[src/rtl/pipe_if.sv]
// Instruction-fetch stage with IF/ID pipeline register: owns the PC, handshakes a
// variable-latency instruction memory, and applies decode redirects after one delay slot.
module pipe_if #(
  parameter logic [31:0] RESET_PC = 32'h0040_0000,
  parameter logic [31:0] NOP_WORD = 32'h0000_0000
) (
  input  logic        clk,
  input  logic        rst,
  input  logic        stall,
  input  logic [2:0]  id_pc_mux_sel,
  input  logic [31:0] id_b_pc,
  input  logic [31:0] id_j_pc,
  input  logic [31:0] id_r_pc,
  input  logic [31:0] id_cp0_pc,
  input  logic [31:0] id_pc4,
  output logic        imem_req,
  output logic [31:0] imem_addr,
  input  logic        imem_ack,
  input  logic [31:0] imem_rdata,
  output logic [31:0] if_instruction,
  output logic [31:0] if_pc4,
  output logic        if_valid
);

  typedef enum logic {S_FETCH, S_HOLD} state_t;

  state_t      r_state;
  state_t      w_state_nxt;

  logic [31:0] r_pc;
  logic        r_pend;
  logic [31:0] r_ptgt;
  logic [31:0] r_skid_instr;
  logic [31:0] r_skid_pc4;
  logic [31:0] r_if_instr;
  logic [31:0] r_if_pc4;
  logic        r_if_valid;

  logic        w_fetch_ack;
  logic        w_redirect;
  logic [31:0] w_tgt;
  logic        w_take_now;
  logic        w_set_pend;
  logic        w_pc_ld;
  logic [31:0] w_pc_plus4;
  logic [31:0] w_pc_nxt;

  // State register
  always_ff @(posedge clk) begin
    if (rst) r_state <= S_FETCH;
    else     r_state <= w_state_nxt;
  end

  // Next-state logic
  always_comb begin
    w_state_nxt = r_state;
    unique case (r_state)
      S_FETCH: if (imem_ack && stall) w_state_nxt = S_HOLD;
      S_HOLD:  if (!stall)            w_state_nxt = S_FETCH;
      default: w_state_nxt = S_FETCH;
    endcase
  end

  // Outputs decoded from state
  always_comb begin
    imem_req    = (r_state == S_FETCH) && !rst;
    w_fetch_ack = (r_state == S_FETCH) && imem_ack;
  end

  always_comb begin
    w_tgt = id_b_pc;
    unique case (id_pc_mux_sel)
      3'd1:    w_tgt = id_b_pc;
      3'd2:    w_tgt = id_j_pc;
      3'd3:    w_tgt = id_r_pc;
      3'd4:    w_tgt = id_cp0_pc;
      default: w_tgt = id_b_pc;
    endcase
  end

  // A redirect lands in the PC now only if the delay slot is fetched this cycle or
  // already sits in the skid; otherwise it is parked until the delay slot's ack.
  always_comb begin
    w_redirect = !stall && r_if_valid && (id_pc_mux_sel inside {[3'd1:3'd4]});
    w_take_now = w_redirect &&
                 (w_fetch_ack || ((r_state == S_HOLD) && (r_pc != id_pc4)));
    w_set_pend = w_redirect && !w_take_now;
    w_pc_plus4 = r_pc + 32'd4;
    w_pc_ld    = w_fetch_ack || w_take_now;
    if (w_take_now)  w_pc_nxt = w_tgt;
    else if (r_pend) w_pc_nxt = r_ptgt;
    else             w_pc_nxt = w_pc_plus4;
  end

  always_ff @(posedge clk) begin
    if (rst) begin
      r_pc   <= RESET_PC;
      r_pend <= 1'b0;
      r_ptgt <= '0;
    end else begin
      if (w_pc_ld) r_pc <= w_pc_nxt;
      if (w_set_pend) begin
        r_pend <= 1'b1;
        r_ptgt <= w_tgt;
      end else if (w_fetch_ack) begin
        r_pend <= 1'b0;
      end
    end
  end

  always_ff @(posedge clk) begin
    if (rst) begin
      r_if_instr   <= NOP_WORD;
      r_if_pc4     <= '0;
      r_if_valid   <= 1'b0;
      r_skid_instr <= NOP_WORD;
      r_skid_pc4   <= '0;
    end else begin
      unique case (r_state)
        S_FETCH: begin
          if (imem_ack) begin
            if (!stall) begin
              r_if_instr <= imem_rdata;
              r_if_pc4   <= w_pc_plus4;
              r_if_valid <= 1'b1;
            end else begin
              r_skid_instr <= imem_rdata;
              r_skid_pc4   <= w_pc_plus4;
            end
          end else if (!stall) begin
            r_if_instr <= NOP_WORD;
            r_if_valid <= 1'b0;
          end
        end
        S_HOLD: begin
          if (!stall) begin
            r_if_instr <= r_skid_instr;
            r_if_pc4   <= r_skid_pc4;
            r_if_valid <= 1'b1;
          end
        end
        default: ;
      endcase
    end
  end

  assign imem_addr      = r_pc;
  assign if_instruction = r_if_instr;
  assign if_pc4         = r_if_pc4;
  assign if_valid       = r_if_valid;

endmodule
[config.mk]
export PLATFORM = sky130hd
export DESIGN_NAME = pipe_if
export DESIGN_NICKNAME = d
export VERILOG_FILES = /design/src/rtl/pipe_if.sv
export SDC_FILE = /design/constraint.sdc
export NUM_CORES = 1
export LEC_CHECK = 0
export CORE_AREA = 3 3 228 118
export DETAILED_ROUTE_END_ITERATION = 10
export DIE_AREA = 0 0 231 121
export HOLD_SLACK_MARGIN = 0.08
export PLACE_DENSITY = 0.69
export SLEW_MARGIN = 20
export SYNTH_ARGS = -nofsm -noshare
export SYNTH_HDL_FRONTEND = slang
export SYNTH_SLANG_ARGS = --single-unit
[constraint.sdc]
create_clock -name clk -period 7.6 [get_ports clk]
set_input_delay 2.28 -clock clk [delete_from_list [all_inputs] [get_ports clk]]
set_output_delay 2.28 -clock clk [all_outputs]
set_load 0.02 [all_outputs]
==> results.md <==
- DRC: 0
- Ys flop type: dfxtp_1
- Final RePlAce weighted congestion: 0.890
- Max_cap viols: 0
- HPWL Detailed: roughly 24 mm
- Initial Utilization: 40.1%
- Final setup vio count: 0
- DIE WIDTH: 231 um
- CTS tree: built
- RSZ-0062 raised after global routing: false
- Io pins: 297
- Hold Crit Start: if_pc4[20]$_SDFFE_PP0P_
- Net count, final: 1693
- Commonest non-fill, non-tap cells in the layout: 293 x clkdlybuf4s50_1, 194 x dfxtp_1, 177 x nor2_1, 172 x a21oi_1, 143 x nand2_1
- Final period util: around 74%
- Number of fill cells: between 2000 and 2500
- Die area: 28000 um2
- Syn Nets: 1487
- Startpoint Class: input pin
- Clock Sinks: approximately 200
- DR iter-0 viols: 892
- Crit. End Element: output port
- Most common cell after layout, fill and taps aside: clkdlybuf4s50_1
- Hold Fails Final Rpt: 0
- Least-Margin Pin Slew: 1.05 ns
- XOR/XNOR Fraction of Synth Area: 5.24%
- H-tree depth: 4
- Worst slew margin: 30.1%
- Yosys cell types: 48
- Die Y: around 120 um
- Avg WL per Cell: between 15 and 20 um
- Ys Warns: 0
- Fmax: between 150 and 200 MHz
- First-pass iteration count of the detailed router: 5
- Clock root buffer: clkbuf_16
- PD cells: between 150 and 200 nW/um2
- Syn Area/Cell: ~7.8 um2
- Global route overflow: 0
- Critical Path RT: approximately 5.3 ns
- CP Class: in2out
- Worst ir drop on vdd: between 0.15 and 0.2 mV
- Largest family of logic cells by synthesized area: simple AND/OR/NAND/NOR gates
- Share of cells above drive strength 1: approximately 5.6%
- P_leak: about 5 nW
- Largest net degree at the start of global routing: around 120
- Register area share after synthesis: just under 40%
- R2r setup slk: 4.18 ns
- Simple-Gate Fraction of Synth Area: about 23%
- Worst Skew: about 0.0077 ns
- Synth top area share: between 30% and 40%
- Fin crit period: between 5 and 6 ns
- Number of global-route vias before repair: around 9600
- Crit-path max FO: between 40 and 50
- R2R cell count: 7
- Routed wire length: 33.9 mm
- Status: completed
- WHS Path Cells: 2
- Initial antenna violation count: 1
- CTS Buf Count: 17
- Clock slew at the register clock pins of the worst setup and hold paths: approximately 0.070 ns
- Yosys top cell by area: dfxtp_1
- Post-CTS Setup Inserts: 0
- Mux cell area share after synthesis: under 10%
- Buffers on Ports: between 200 and 300
- Async S/R FF share, synth: 0%
- Util after Layout: about 55%
- Core area: about 25000 um2
- Tot GR Track Use: between 20% and 30%
- Reg-to-Reg End: imem_addr[18]$_SDFFE_PP0P_
- EDFF count, synth: 0
- FF-to-FF Start: imem_addr[1]$_SDFFE_PP0P_
- Top cells by area, synth: dfxtp_1 39%, a21oi_1 8.6%, nor2_1 6.7%, nand2_1 5.4%, mux2i_1 4.2%
- Synth Instances: ~1300
- Min-Delay Endpoint: if_pc4[20]$_SDFFE_PP0P_
- Post-Synth Adder-Cell Area: less than 1%
- Fin Setup TNS: 0 ns
- Critical path arrival: about 3.3 ns
- Max Buffers Root-to-Sink: 2
- Synth Register Bits: 195
- Worst skew pair latency: ~0.44 ns
- Final hold slack: between 0.4 and 0.5 ns
- First-pass GRT wire length: around 53 mm
- Via/cell ratio: 5.48
- Cts hold-fix bufs: 0
- Synth Cell Area: ~10000 um2
- Via Count: about 10000
- Row cnt: between 40 and 50
- PostCTS Resize Cnt: 0
- Area growth syn-to-layout: 36.4%
- Hold crit path type: reg2reg
- Setup ws final: ~2.0 ns
- Post-route ant nets: 0
- Slew Limit Fails: 0
- Synth Area in Compound Gates: 21.0%
- Worst slack, placed: between 2 and 2.5 ns
==> stage by stage <==
| step | std cells | area, um2 | total power [mW] |
|---|---|---|---|
| after floorplan | 1287 | 10000 | 1.32 |
| after global placement | 1818 | 13100 | 1.52 |
| after detailed placement | 1818 | 13100 | 1.53 |
| after CTS | 1849 | 13700 | 2.46 |
| after global routing | 1850 | 13700 | 2.55 |
| final | 1850 | 13700 | 2.45 |
==> where the power goes <==
group | internal, mW | total (mW) | switching (mW) | leakage (nW)
Clock | 0.551 | 0.945 | 0.393 | 0.288
Combinational | 0.203 | 0.415 | 0.212 | 3.12
Sequential | 1.06 | 1.09 | 0.0314 | 1.59
==> worst max-delay path, stage by stage <==
cell             delay (ns)
buf_6                  0.19
nor2_1                 0.19
clkdlybuf4s50_1        0.64
==> cell type report <==
type	count	area [um2]	area share, %
timing repair buffer	313	3090	22.5
clock inverter	8	125	0.914
tap	344	430	3.14
multi-input combinational	961	5640	41.2
clock buffer	23	488	3.56
inverter	5	18.8	0.137
sequential	195	3910	28.5
antenna	1	2.50	0.0183
==> flip-flops by register name, summed over array words and instances (netlist names) <==
register        flops
if_instruction     32
if_pc4             32
if_valid            1
imem_addr          32
r_pend              1
r_ptgt             32
r_skid_instr       32
r_skid_pc4         32
r_state             1
==> cell families after synthesis <==
group | count (synthesis)
adder cells (fa/ha/maj) | 1
AND/OR/NAND/NOR | 505
XOR/XNOR | 60
flip-flops | 195
buffers and inverters | 131
AO/OA/AOI/OAI | 330
multiplexers | 65
==> Yosys cell counts, drive strengths merged (26+ instances only) <==
cell type  count
nand2        145
o21ai         30
mux2i         42
a21oi        172
o211ai        29
and3          37
nor3          26
clkbuf       101
dfxtp        195
xor2          35
nor2         179
nand3         31
nand2b        28
==> per-layer routing <==
layer	GRT usage, %	part of all wire (%)
met2	38.6	47
met4	9.55	3.3
met5	0	0
met3	3.56	6.4
met1	31.9	44
==> worst max-delay path by stage <==
stage,start,endpoint,slack (ns),depth (start not counted)
global placement,rst,imem_req,1.98,3
finish,rst,imem_req,2.00,3
detailed placement,rst,imem_req,2.02,3
floorplan,rst,imem_req,1.85,5
CTS,rst,imem_req,2.02,3
global route,rst,imem_req,1.95,3
Power figures use the tool's default switching activity.
